**src/rtl/ysyx_24090003_pkg.sv**
```systemverilog
// Shared types for the write-back unit: FSM states and load funct3 encodings.
package ysyx_24090003_pkg;

    typedef enum logic [1:0] {
        IDLE     = 2'd0,
        WAIT_MEM = 2'd1,
        WRITE    = 2'd2
    } wbu_state_e;

    localparam logic [2:0] LB  = 3'b000;
    localparam logic [2:0] LH  = 3'b001;
    localparam logic [2:0] LW  = 3'b010;
    localparam logic [2:0] LBU = 3'b100;
    localparam logic [2:0] LHU = 3'b101;

endpackage

```
**src/rtl/ysyx_24090003_load_align.sv**
```systemverilog
// Combinational load alignment: picks the byte/half addressed by addr_lo
// and sign- or zero-extends it according to funct3.
module ysyx_24090003_load_align
    import ysyx_24090003_pkg::*;
(
    input  logic [2:0]  funct3,
    input  logic [1:0]  addr_lo,
    input  logic [31:0] rdata,
    output logic [31:0] result
);

    logic [7:0]  byte_sel;
    logic [15:0] half_sel;

    always_comb begin
        byte_sel = rdata[{addr_lo, 3'b000} +: 8];
        half_sel = addr_lo[1] ? rdata[31:16] : rdata[15:0];
        case (funct3)
            LB:      result = {{24{byte_sel[7]}}, byte_sel};
            LH:      result = {{16{half_sel[15]}}, half_sel};
            LBU:     result = {24'd0, byte_sel};
            LHU:     result = {16'd0, half_sel};
            default: result = rdata;  // LW and unused encodings pass the word through
        endcase
    end

endmodule

```
**src/rtl/ysyx_24090003_wbu.sv**
```systemverilog
// Write-back unit: accepts retiring instructions, waits for load data,
// drives the register-file write port and emits a commit pulse.
module ysyx_24090003_wbu
    import ysyx_24090003_pkg::*;
#(
    parameter int MEM_TIMEOUT = 255
) (
    input  logic        cpu_clk,
    input  logic        cpu_rst,
    input  logic        exu_valid,
    output logic        exu_ready,
    input  logic [31:0] exu_pc,
    input  logic [4:0]  exu_rd,
    input  logic        exu_wen,
    input  logic        exu_is_load,
    input  logic [2:0]  exu_funct3,
    input  logic [1:0]  exu_addr_lo,
    input  logic [31:0] exu_result,
    input  logic        lsu_rvalid,
    input  logic [31:0] lsu_rdata,
    output logic        reg_write_enable,
    output logic [4:0]  EXrd,
    output logic [31:0] reg_write_data,
    output logic        wb_done,
    output logic [31:0] wb_pc,
    output logic        wb_err
);

    localparam int CW = $clog2(MEM_TIMEOUT + 1);
    localparam logic [CW-1:0] TIMEOUT_C = CW'(MEM_TIMEOUT);

    wbu_state_e    state_q, state_d;
    logic [CW-1:0] cnt_q, cnt_d;
    logic [31:0]   pc_q, pc_d;
    logic [4:0]    rd_q, rd_d;
    logic          wen_q, wen_d;
    logic [2:0]    funct3_q, funct3_d;
    logic [1:0]    addr_lo_q, addr_lo_d;
    logic [31:0]   data_q, data_d;
    logic          err_q, err_d;

    logic [31:0]   load_data;
    logic [CW-1:0] cnt_inc;
    logic          xfer;

    ysyx_24090003_load_align u_align (
        .funct3  (funct3_q),
        .addr_lo (addr_lo_q),
        .rdata   (lsu_rdata),
        .result  (load_data)
    );

    assign exu_ready = (state_q != WAIT_MEM);
    assign xfer      = exu_valid && exu_ready;
    assign cnt_inc   = cnt_q + 1'b1;

    always_comb begin
        state_d   = state_q;
        cnt_d     = cnt_q;
        pc_d      = pc_q;
        rd_d      = rd_q;
        wen_d     = wen_q;
        funct3_d  = funct3_q;
        addr_lo_d = addr_lo_q;
        data_d    = data_q;
        err_d     = err_q;
        case (state_q)
            WAIT_MEM: begin
                // Data arriving on the timeout cycle still completes the load.
                if (lsu_rvalid) begin
                    data_d  = load_data;
                    state_d = WRITE;
                end else if (cnt_inc == TIMEOUT_C) begin
                    err_d   = 1'b1;
                    state_d = IDLE;
                end else begin
                    cnt_d = cnt_inc;
                end
            end
            default: begin
                state_d = IDLE;
                if (xfer) begin
                    pc_d      = exu_pc;
                    rd_d      = exu_rd;
                    wen_d     = exu_wen;
                    funct3_d  = exu_funct3;
                    addr_lo_d = exu_addr_lo;
                    if (exu_is_load) begin
                        cnt_d   = '0;
                        state_d = WAIT_MEM;
                    end else begin
                        data_d  = exu_result;
                        state_d = WRITE;
                    end
                end
            end
        endcase
    end

    always_ff @(posedge cpu_clk or posedge cpu_rst) begin
        if (cpu_rst) begin
            state_q   <= IDLE;
            cnt_q     <= '0;
            pc_q      <= '0;
            rd_q      <= '0;
            wen_q     <= 1'b0;
            funct3_q  <= '0;
            addr_lo_q <= '0;
            data_q    <= '0;
            err_q     <= 1'b0;
        end else begin
            state_q   <= state_d;
            cnt_q     <= cnt_d;
            pc_q      <= pc_d;
            rd_q      <= rd_d;
            wen_q     <= wen_d;
            funct3_q  <= funct3_d;
            addr_lo_q <= addr_lo_d;
            data_q    <= data_d;
            err_q     <= err_d;
        end
    end

    assign wb_done          = (state_q == WRITE);
    assign reg_write_enable = wb_done && wen_q && (rd_q != 5'd0);
    assign EXrd             = rd_q;
    assign reg_write_data   = data_q;
    assign wb_pc            = pc_q;
    assign wb_err           = err_q;

endmodule

```
**config.mk**
```make
export PLATFORM = sky130hd
export DESIGN_NAME = ysyx_24090003_wbu
export DESIGN_NICKNAME = d
export VERILOG_FILES = /design/src/rtl/ysyx_24090003_pkg.sv /design/src/rtl/ysyx_24090003_load_align.sv /design/src/rtl/ysyx_24090003_wbu.sv
export SDC_FILE = /design/constraint.sdc
export NUM_CORES = 1
export LEC_CHECK = 0
export ABC_CLOCK_PERIOD_IN_PS = 4000
export CORE_ASPECT_RATIO = 1.75
export CORE_MARGIN = 8
export CORE_UTILIZATION = 42
export DETAILED_ROUTE_END_ITERATION = 10
export GPL_ROUTABILITY_DRIVEN = 1
export GPL_TIMING_DRIVEN = 1
export HOLD_SLACK_MARGIN = 0.06
export PLACE_DENSITY = 0.8
export SLEW_MARGIN = 20
export SYNTH_ARGS = -nofsm -noshare
export SYNTH_HDL_FRONTEND = slang
export SYNTH_SLANG_ARGS = --single-unit
```
**constraint.sdc**
```tcl
create_clock -name cpu_clk -period 4 [get_ports cpu_clk]
set_clock_uncertainty 0.15 [all_clocks]
set_input_delay 0.8 -clock cpu_clk [delete_from_list [all_inputs] [get_ports cpu_clk]]
set_output_delay 0.8 -clock cpu_clk [all_outputs]
set_load 0.02 [all_outputs]
```
After elaboration in Yosys (flattened, before gate mapping). Cells that the tools add are included.

Output and inout bits: 73. Bits in registers: 86. Logic and storage cells: 52.

Reduce and logical (&&, ||, !) cells: 11. Bitwise operators: 2. Eq/ne operators: 12. Mux-type cells: 16. Shift-type cells: 1. $add $sub $neg: 1.

Operators with widths (number): $mux 32 (4); $pmux 32 s4 (1); $mux 8 (5); $shiftx 32x6->8 (1); $mux 16 (1); $mux 2 (5); $add 8x1->8 const B (1); $eq 8x8->1 const B (1); $eq 3x3->1 const B (2); $ne 2x2->1 const B (3); $reduce_and 3->1 (2); $reduce_bool 5->1 (1); $ne 2x1->1 const B (2); $reduce_and 4->1 (1); $reduce_bool 2->1 (2); $eq 3x1->1 const B (1); $logic_and 1x1->1 (3); $logic_not 3->1 (1); $ne 3x3->1 const B (1); $eq 2x1->1 const B (1); $eq 2x2->1 const B (1); $not 1->1 (2); $reduce_and 2->1 (1).

Longest topological paths before layout.
Depth after elaboration: 5. Depth in mapped cells: 8.

By module. A second synthesis with hierarchy kept.

Cells, all modules: 420. Area total of the unflattened synthesis: 4473.0 um2.

By module, submodules not included: ysyx_24090003_wbu (area an instance 3712.3 um2, instances 1, seq. area each 2152.1 um2, cells each 302); ysyx_24090003_load_align (area an instance 760.7 um2, instances 1, seq. area each 0.0 um2, cells each 118).

Worst setup path before layout. No wires, ideal clock.

Path kind: input port to flip-flop. Start: input port lsu_rdata[31]. End: register data_q[17] (netlist: reg_write_data[17]). Setup time: 0.126 ns. Setup slack: 1.759 ns. Cell stages on the path: 6. Arrival time: 1.964 ns. Cells stage by stage: mux4_2 and2_1 o21a_1 nor2_4 buf_4 a211oi_1.

Cells in the longest elaborated chain, start to end: 4.

RTL lines: start, declared (RTL line ysyx_24090003_wbu.sv:20) `input logic [31:0] lsu_rdata,`; $shiftx 32x6->8 or $mux 16 (tied branches) (RTL line ysyx_24090003_load_align.sv:16, ysyx_24090003_load_align.sv:17); $pmux 32 s4 (*) (RTL line ysyx_24090003_load_align.sv:18) `case (funct3)`; $mux 32 (*) (RTL line ysyx_24090003_wbu.sv:70) `if (lsu_rvalid) begin`; $mux 32 (*) (RTL line ysyx_24090003_wbu.sv:67) `case (state_q)`; end signal, assigned (RTL line ysyx_24090003_wbu.sv:119) `data_q <= data_d;`; end, declared (RTL line ysyx_24090003_wbu.sv:39) `logic [31:0] data_q, data_d;`.

Every way passes the cells marked *; elsewhere a longest branch is shown, timed or not. The select of a mux whose other input is x is not followed. A chain may end at the register's enable or synchronous reset.

Worst setup path in the final report.
Start: register state_q[1]. End: output port reg_write_enable.

Cells in the longest elaborated chain, start to end: 3.

RTL lines: start, declared (RTL line ysyx_24090003_wbu.sv:32) `wbu_state_e state_q, state_d;`; start signal, assigned (RTL line ysyx_24090003_wbu.sv:112) `state_q <= state_d;`; $eq 2x2->1 (RTL line ysyx_24090003_wbu.sv:124) `assign wb_done = (state_q == WRITE);`; $logic_and 1x1->1 (2 in series) (RTL line ysyx_24090003_wbu.sv:125) `assign reg_write_enable = wb_done && wen_q && (rd_q != 5'd0);`; end, declared (RTL line ysyx_24090003_wbu.sv:21) `output logic reg_write_enable,`.

Every way passes these cells.

==> metrics.txt <==
outcome=finished clean; # setup viols final=0; Post-CTS Setup Bufs=0; leakage power=between 0.002 and 0.003 uW; Worst setup EP type=primary output; MaxCap Viol Count=0; RSZ-0062 raised after global routing=false; WS Path Type=reg2out; Power Density=498 nW/um^2; sw frac=0.329; post-route ant nets=0; Worst slew margin=0.247; worst reg2reg path depth=8; largest area contributor in the netlist=dfrtp_1; WHS Path Cells=1; top cells by area, synth=dfrtp_1 51%, mux2_2 13%, nor2_1 4.8%; Critical Path Fanout Max=2; delay-heaviest family, CP=buffers and inverters; part of the power in the clock network=0.272; Die Ht=148 um; worst hold start=wb_err; CP startpoint kind=register; Tcrit/Tclk final=0.687; nets@finish=roughly 700; Seq pwr share=0.369; via density per instance=5.54; Final min period=2.75 ns; H-tree levels=3; worst path required time=3.05 ns; top-count cell post-synth=dfrtp_1; Num CTS Buffers=9; cell row count=48; largest net degree at the start of global routing=51; top cell type's share of synthesized area=0.513; worst flop-to-flop path endpoint=reg_write_data[16]; Yosys warning total=0; final WL=roughly 14000 um; Final Hold Fails=0; Chip Width=91.5 um; CTS tree=yes; CP max-delay cell=clkdlybuf4s50_1; hold crit path type=reg2reg; initial antenna violation count=0; Remaining Overflow, GRT=0; reg2reg start=state_q[1]; Hold EP=wb_err; Ports=185; Internal=approximately 2200 uW; number of synthesized flops with an enable pin=0; Remaining DRCs=0; Pins Over Slew Limit=0; Synth Register Bits=86; first-pass GRT wire length=22400 um; Via Count=3986; Fin Setup TNS=0 ns; buffers added on ports=roughly 180; Post-Syn Nets=527; combinational power share=0.360; post-synth design cell area=4190 um^2; Synth async-reset ratio=1.00; vias in the first global route=4236; fmax=0.364 GHz; Syn Inst Count=between 400 and 500; syn avg cell area=about 10 um^2; CTS Buffer Depth=2; # resized after CTS=0; Top FF cell, synth=dfrtp_1; Buf+Inv Stages, Crit Path=1; GRT Total Usage=0.211; root buffer cell=clkbuf_16; DRT iter0 DRCs=272; Clock Latency Late Sink=0.34 ns; Slew @ Worst Pin=~1.1 ns; Avg WL per Cell=19.7 um; crit-path max cell delay=~0.63 ns; FF-to-FF setup slack=1.60 ns; hpwl dp=10900 um; Hold Buf Count CTS=0; routability congestion estimate=0.874; post-synthesis sequential area ratio=0.513; critical path, cell by cell=nor2b_1 > nand2_1 > a21oi_1 > clkdlybuf4s50_1; placed cell areas=6150 um^2; drt first pass iters=5; Worst Path Arrival=approximately 1.8 ns; ANT cells=0; Worst-path clk slew=0.06 ns; clock sinks=between 80 and 90; final instance area=roughly 6500 um^2; P_sw=1060 uW; Synth cell types=38; VDD IR-drop max=around 0.00036 V; Filler Cells Inserted=777; synth cell count leaders=86 x dfrtp_1, 54 x nor2_1, 50 x mux2_2; fraction of layout cells with a size suffix above 1=0.138; Area Growth Syn to Fin=54.4%; die area=approximately 14000 um^2; Core ar.=slightly below 10000 um^2; Initial Util=0.428
## placed cells by master, fill, tap and decap left out, types with 2 or more instances in the layout
master           count
a211oi_1            17
a21oi_1             39
a31oi_1              8
and2_1               4
buf_4                6
clkbuf_16            9
clkbuf_8             3
clkdlybuf4s50_1    184
clkinvlp_4           2
dfrtp_1             86
ha_1                 2
inv_1               16
mux2_2              50
mux2i_1              2
nand2_1             27
nand2b_1             3
nand3_1              3
nand4_1              2
nor2_1              54
nor2b_1              2
nor3_1              17
o21a_1               2
o21ai_0             16
o221ai_1             8
o22ai_1              9
o311ai_0             3
o31ai_1              2
## layout make-up
| cell class | instances | area (um^2) | area share |
|---|---|---|---|
| inverter | 17 | 65.1 | 0.0101 |
| clock inverter | 4 | 53.8 | 0.00832 |
| clock buffer | 12 | 267 | 0.0412 |
| multi-input combinational | 284 | 1870 | 0.289 |
| sequential | 86 | 2150 | 0.333 |
| timing repair buffer | 191 | 1910 | 0.295 |
| tap | 125 | 156 | 0.0242 |
## cell families after synthesis
group	synth area share
simple gates	0.125
compound gates	0.165
flops	0.513
mux	0.144
buf+inv	0.0418
xor+xnor	0.00418
fa+ha+maj	0.00597
## worst register-to-register path, stage by stage (launching register included)
cell and delay (ns):
dfrtp_1 0.39, nor2b_2 0.16, buf_4 0.34, nand2_1 0.17, o21a_1 0.14, inv_1 0.33, buf_4 0.33, nor2_1 0.07
a211oi_1 0.22
## per-layer routing
metal  routed length, um  up-vias  GRT usage
li1                    -     1822          -
met1                4820     1912      0.214
met2                7370      196      0.360
met3                1090       56     0.0631
met4                 891        0      0.148
met5                   0        -          0
## power by group through the flow
stage	Clock [uW]	Combinational, uW	Sequential, uW
2_1_floorplan	0	406	1360
3_3_place_gp	0	1140	1190
3_5_place_dp	0	1160	1200
4_1_cts	892	1170	1190
5_1_grt	919	1240	1210
6_report	876	1160	1190
## state kept, by name, summed over array words and instances (netlist names)
name,count
addr_lo_q,2
wb_err,1
wb_pc,32
cnt_q,8
reg_write_data,32
wen_q,1
funct3_q,3
EXrd,5
state_q,2
## stage by stage
stage               total power [uW]  setup WS [ns]   util  std cells  hold WS [ns]
CTS                             3250           1.23  0.661        719         0.306
global route                    3370           1.09  0.661        719         0.347
detailed placement              2360           1.11  0.628        703         0.292
finish                          3220           1.25  0.661        719         0.305
global placement                2330           1.15  0.628        703         0.299
floorplan                       1770          0.828      -        413         0.300
## worst max-delay path by stage
stage	start	to	slack (ns)	depth (start not counted)
floorplan	cpu_rst	EXrd[0]	0.83	1
global placement	lsu_rdata[23]	reg_write_data[30]	1.15	6
detailed placement	lsu_rdata[23]	reg_write_data[30]	1.11	6
CTS	state_q[1]	reg_write_enable	1.23	4
global route	state_q[1]	reg_write_enable	1.09	4
finish	state_q[1]	reg_write_enable	1.25	4
Note: power is estimated with default switching activity, not from simulation.
